==> src/rtl/seed_lfsr_stepper.sv <==
// Seed register that advances as a Fibonacci LFSR by a requested number of steps,
// with start/busy/done handshake, stall, zero-seed lockup guard and load-abort.
module seed_lfsr_stepper #(
  parameter int unsigned        WIDTH        = 64,
  parameter logic [WIDTH-1:0]   TAPS         = 64'hD800000000000000,
  parameter logic [WIDTH-1:0]   DEFAULT_SEED = 64'h1,
  parameter int unsigned        MAX_STEPS    = 255,
  localparam int unsigned       CW           = $clog2(MAX_STEPS + 1)
) (
  input  logic             clk,
  input  logic             reset,
  input  logic             load,
  input  logic [WIDTH-1:0] seed,
  input  logic             start,
  input  logic [CW-1:0]    nsteps,
  input  logic             stall,
  output logic [WIDTH-1:0] shift_seed,
  output logic             busy,
  output logic             done,
  output logic             lockup
);

  typedef enum logic [0:0] {StIdle, StRun} state_e;

  state_e           state_q, state_d;
  logic [WIDTH-1:0] seed_q, seed_d;
  logic [CW-1:0]    count_q, count_d;
  logic             done_q, done_d;
  logic             lockup_q, lockup_d;

  logic             fb;
  logic [WIDTH-1:0] step_val;
  logic [WIDTH-1:0] load_val;
  logic             load_zero;

  assign fb        = ^(seed_q & TAPS);
  assign step_val  = {seed_q[WIDTH-2:0], fb};
  assign load_zero = (seed == '0);
  // An all-zero seed would lock the LFSR, so substitute the default instead.
  assign load_val  = load_zero ? DEFAULT_SEED : seed;

  always_ff @(posedge clk or negedge reset) begin
    if (!reset) begin
      state_q  <= StIdle;
      seed_q   <= DEFAULT_SEED;
      count_q  <= '0;
      done_q   <= 1'b0;
      lockup_q <= 1'b0;
    end else begin
      state_q  <= state_d;
      seed_q   <= seed_d;
      count_q  <= count_d;
      done_q   <= done_d;
      lockup_q <= lockup_d;
    end
  end

  always_comb begin
    state_d  = state_q;
    seed_d   = seed_q;
    count_d  = count_q;
    done_d   = 1'b0;
    lockup_d = lockup_q;
    unique case (state_q)
      StIdle: begin
        if (load) begin
          seed_d   = load_val;
          lockup_d = load_zero;
        end else if (start) begin
          if (nsteps == '0) begin
            done_d = 1'b1;
          end else begin
            count_d = nsteps;
            state_d = StRun;
          end
        end
      end
      StRun: begin
        if (load) begin
          // Abort: the request is dropped silently, without a done pulse.
          seed_d   = load_val;
          lockup_d = load_zero;
          count_d  = '0;
          state_d  = StIdle;
        end else if (!stall) begin
          seed_d  = step_val;
          count_d = count_q - CW'(1);
          if (count_q == CW'(1)) begin
            state_d = StIdle;
            done_d  = 1'b1;
          end
        end
      end
      default: state_d = StIdle;
    endcase
  end

  always_comb begin
    shift_seed = seed_q;
    busy       = (state_q == StRun);
    done       = done_q;
    lockup     = lockup_q;
  end

endmodule

==> config.mk <==
export PLATFORM = sky130hd
export DESIGN_NAME = seed_lfsr_stepper
export DESIGN_NICKNAME = d
export VERILOG_FILES = /design/src/rtl/seed_lfsr_stepper.sv
export SDC_FILE = /design/constraint.sdc
export NUM_CORES = 1
export LEC_CHECK = 0
export ABC_AREA = 1
export CAP_MARGIN = 20
export CORE_MARGIN = 1.5
export CORE_UTILIZATION = 41
export DETAILED_ROUTE_END_ITERATION = 8
export GPL_ROUTABILITY_DRIVEN = 0
export PLACE_DENSITY = 0.76
export SYNTH_ARGS = -nofsm -noshare
export SYNTH_HDL_FRONTEND = slang
export SYNTH_SLANG_ARGS = --single-unit
==> constraint.sdc <==
create_clock -name clk -period 1.3 [get_ports clk]
set_input_delay 0.13 -clock clk [delete_from_list [all_inputs] [get_ports clk]]
set_output_delay 0.13 -clock clk [all_outputs]
set_load 0.005 [all_outputs]
Word level (Yosys, flattened, before mapping)
Cells that the tools add are included.
Operators by class
  add/subtract/negate cells: 1
  $mul: 0
  divide/modulo/power cells: 0
  $lt $le $gt $ge: 0
  equal/unequal tests: 6
  shift-type cells: 0
  mux-type cells: 26
  bitwise gates (word level): 1
  reductions and logical operators: 5
Operators by type and width (number)
  $mux 64: 4
  $pmux 64 s2: 1
  $logic_not 64->1: 1
  $reduce_xor 64->1: 1
  $mux 8: 5
  $pmux 8 s2: 1
  $mux 1: 13
  $eq 8x1->1 const B: 1
  $logic_not 8->1: 1
  $ne 2x2->1 const B: 4
  $sub 8x1->8 const B: 1
  $pmux 1 s2: 2
  $reduce_and 4->1: 1
  $ne 3x3->1 const B: 1
  $reduce_and 2->1: 1
  $not 1->1: 1
Storage, ports and cells
  register bits after elaboration: 75
  latch bits: 0
  bits in writable memories: 0
  ROM bits: 0
  input bits: 77
  output and inout port bits: 67
  memories kept: 0

Depth between registers and ports, before layout
  depth in word-level cells: 5
  mapped depth: 9

Worst setup path before layout
Ideal clock, no wire load.
  kind: flip-flop to flip-flop
  start: reg state_q (netlist: busy)
  end: reg seed_q[30] (netlist: shift_seed[30])
  library setup time: 117 ps
  arrival time: 1265 ps
  data required time: 1183 ps
  slack: -82 ps
  cell stages (with the launch flop): 10
  path buffers: 2
  cells stage by stage: dfrtp_1 -> inv_2 -> nor2_4 -> inv_2 -> buf_4 -> buf_2 -> nand2_1 -> nand3_1 -> o21ai_1 -> inv_1
Between the ends
  cells in the longest elaborated chain, start to end: 3
Ends and longest elaborated chain
  from (decl): RTL line 25  | state_e state_q, state_d;
  from (signal assigned): RTL line 44  | state_q <= StIdle;
  from (signal assigned): RTL line 50  | state_q <= state_d;
  $not 1->1
  $ne 2x2->1 (no source line)
  $reduce_and 2->1 (no source line)
  to (signal assigned): RTL line 45  | seed_q <= DEFAULT_SEED;
  to (signal assigned): RTL line 51  | seed_q <= seed_d;
  to (decl): RTL line 26  | logic [WIDTH-1:0] seed_q, seed_d;
Several ways; a longest one is shown, not always the timed one.
A chain may end at the register's enable or synchronous reset.

Worst setup path after layout
  start: reg state_q (netlist: busy)
  end: reg seed_q[5] (netlist: shift_seed[5])
The elaborated chain is that of the path after synthesis.

==> impl_metrics.json <==
{
  "status": "finished, violations left",
  "violations": "DRC, setup timing",
  "remaining_drc_errors": 1,
  "vias": 4983,
  "synth_top_area_share_pct": 45.5,
  "portBuffers": 143,
  "multiInputGateArea_sq_mm": 0.00216,
  "synth_flop_cell": "dfrtp_1",
  "synth_seq_area_share_pct": 46.2,
  "fin_worst_skew_ps": 8.85,
  "switching_share_pct": 34.3,
  "slew-limit-headroom_pct": 71.2,
  "dp.cells": 880,
  "grt_pass1_wl_microns": 21000,
  "cp.arrival_ps": 1900,
  "synth.avg_cell_area_sq_um": 6.97,
  "worstMarginPinSlew_ps": 431,
  "areaGrowthSynthToFinish_pct": 81.2,
  "synth_warnings": 0,
  "dieHeight_microns": 103,
  "pwr-share-clk_pct": 22.6,
  "start_util_pct": 42.0,
  "finalSetupViolCount": 75,
  "period_share_pct": 124,
  "numCtsBuffers": 9,
  "min_path_type": "primary input to asynchronous set/reset pin",
  "power_frac_seq_pct": 38.0,
  "synth.distinct_cells": 23,
  "cts_tree": "built",
  "end_kind": "register",
  "clk_path_buf_depth": 2,
  "grt_remaining_overflow": 0,
  "drt_iter0_drc": 260,
  "stdcell_count": 965,
  "io_pins": 144,
  "ff_latch_area_sq_mm": 0.00188,
  "rows": 36,
  "htreeDepth": 3,
  "layout_setup_ws_ps": -314,
  "drive_above_1_share_pct": 27.3,
  "avgViaCountPerCell": 5.16,
  "num_antenna_cells": 0,
  "hpwl_microns": 8360,
  "place_ws_ps": -342,
  "cts_sinks": 75,
  "grt.total_usage_pct": 25.6,
  "root_buffer": "clkbuf_8",
  "core_sq_mm": 0.00968,
  "drv_cap": 0,
  "synth_fp_nets": 663,
  "worstPathMaxFanout": 7,
  "drv_slew": 0,
  "ant_nets": 0,
  "pwr-share-comb_pct": 39.5,
  "antenna_found_initial": 0,
  "peakVddDrop_uv": 631,
  "ys_ff_latch": 75,
  "internal_power_w": 0.00522,
  "required_ps": 1580,
  "yosys-top-cells-area": "dfrtp_1 (46%), nand2_1 (17%), nand3_1 (8.5%), inv_1 (7.1%), o21ai_1 (5.9%)",
  "max_freq_ghz": 0.620,
  "rsz0062_at_grt": "true",
  "synth_cells": 584,
  "start_kind": "register",
  "hold_violations": 0,
  "path_class": "register to register",
  "synth_most_common_cell": "nand2_1",
  "routed_wirelength_microns": 15700,
  "post_drt_wl_per_cell_microns": 16.3,
  "period_minus_slack_ps": 1610,
  "fillerInstances": 693,
  "drt_first_pass_iters": 9,
  "grt_max_degree": 76,
  "nets": 906,
  "synth_common_cells": "nand2_1 (180), inv_1 (77), dfrtp_1 (74)",
  "clkTransAtPathRegs_ps": 90,
  "power_density_mw_per_mm2": 1080,
  "grt_pass1_vias": 4542,
  "syn_area_sq_mm": 0.00407,
  "insertion_delay_ps": 340,
  "die_w_microns": 103,
  "netSwitchingPower_w": 0.00273,
  "async_flop_share_pct": 100,
  "synth_edf_count": 0,
  "leakage_nw": 3.58,
  "synth.largest_area_cell": "dfrtp_1",
  "die_area_sq_mm": 0.0105
}
[flip-flops by register name (all words and copies together), names as in the netlist]
register,count
lockup,1
shift_seed,64
count_q,8
busy,1
done,1
[through the flow]
stage                     TNS, ps  utilization, %  total power [W]  cell area (sq um)  hold WS [ps]
after CTS                   -6050            69.8          0.00745               6760           363
after detailed placement   -20550            61.4          0.00537               5950           180
final                      -16650            76.1          0.00795               7370           314
after floorplan             -1730               -          0.00399               4090          -166
after global placement     -18120            61.4          0.00529               5950           183
after global routing       -18440            76.1          0.00839               7370           352
[final timing paths]
check,cells past startpoint,startpoint,endpoint,slack [ps]
max in group asynchronous,3,reset,shift_seed[32]$_DFFE_PN0P_,610
setup reg to reg,8,busy$_DFF_PN0_,shift_seed[5]$_DFFE_PN0P_,-310
hold reg to reg,2,shift_seed[0]$_DFFE_PN1P_,shift_seed[0]$_DFFE_PN1P_,500
setup / recovery,8,busy$_DFF_PN0_,shift_seed[5]$_DFFE_PN0P_,-310
min in group clk,5,seed[25],shift_seed[25]$_DFFE_PN0P_,480
hold / removal,3,reset,count_q[3]$_DFFE_PN0P_,310
[worst max-delay path, stage by stage, from the launching register on]
cell	delay, ps
dfrtp_1	440
buf_6	150
a21oi_4	210
clkinv_4	180
buf_12	190
clkbuf_16	170
nand3_2	60
o21ai_1	70
inv_1	70
[power by group through the flow]
stage | sequential [W] | combinational, W | clock (W)
2_1_floorplan | 0.00305 | 0.000935 | 0
3_3_place_gp | 0.00307 | 0.00222 | 0
3_5_place_dp | 0.00308 | 0.00229 | 0
4_1_cts | 0.00298 | 0.00267 | 0.00180
5_1_grt | 0.00306 | 0.00340 | 0.00193
6_report | 0.00302 | 0.00314 | 0.00179
[layout make-up]
type / count / share of cell area [%]
repair buffers: 260 / 36.0
multi-input cells: 401 / 29.3
flip-flops and latches: 75 / 25.5
inverters: 80 / 4.31
well taps: 133 / 2.26
clock buffers: 10 / 1.73
clock inverters: 6 / 0.899
[metal layers]
| metal | routed length, microns | GRT usage (%) |
|---|---|---|
| met5 | 0 | 0 |
| met4 | 625 | 11.3 |
| met3 | 1010 | 4.00 |
| met2 | 7850 | 43.5 |
| met1 | 6240 | 32.2 |
[cells by family (layout without fill, tap and decap cells)]
group,after synthesis,in the layout,synth area share (%)
compound gates,87,87,10.9
simple gates,310,310,31.1
fa+ha+maj,2,2,0.615
flops,75,75,46.2
xor+xnor,2,2,0.431
buf+inv,108,356,10.8
[repair_timing]
item                                    4_1_cts  5_1_grt
hold endpoints to repair                     74        0
cloned                                        5       11
endpoints found under the setup margin      139       76
buffers inserted                             48        8
pin swaps                                     7       12
gates resized for setup                     125       91
hold buffers                                  1        0
[placed cells by master (no fill, tap or decap), types with 3 or more instances in the layout]
cell	Yosys	routed
nand2_1	180	155
buf_4	1	81
inv_1	77	76
clkdlybuf4s50_1	0	75
dfrtp_1	74	74
dlygate4sd2_1	0	66
nor2_1	57	52
o21ai_1	48	39
nand3_1	69	35
nand3_2	0	32
o21ai_2	0	20
nand2_2	0	20
o21ai_0	32	19
clkbuf_16	0	10
buf_6	2	10
clkbuf_8	0	9
buf_12	0	9
nand2_4	0	5
nor2_2	0	4
buf_16	0	4
a31oi_1	3	3
clkinvlp_4	0	3
buf_8	0	3
No activity file was read; power rests on OpenSTA's default activity.
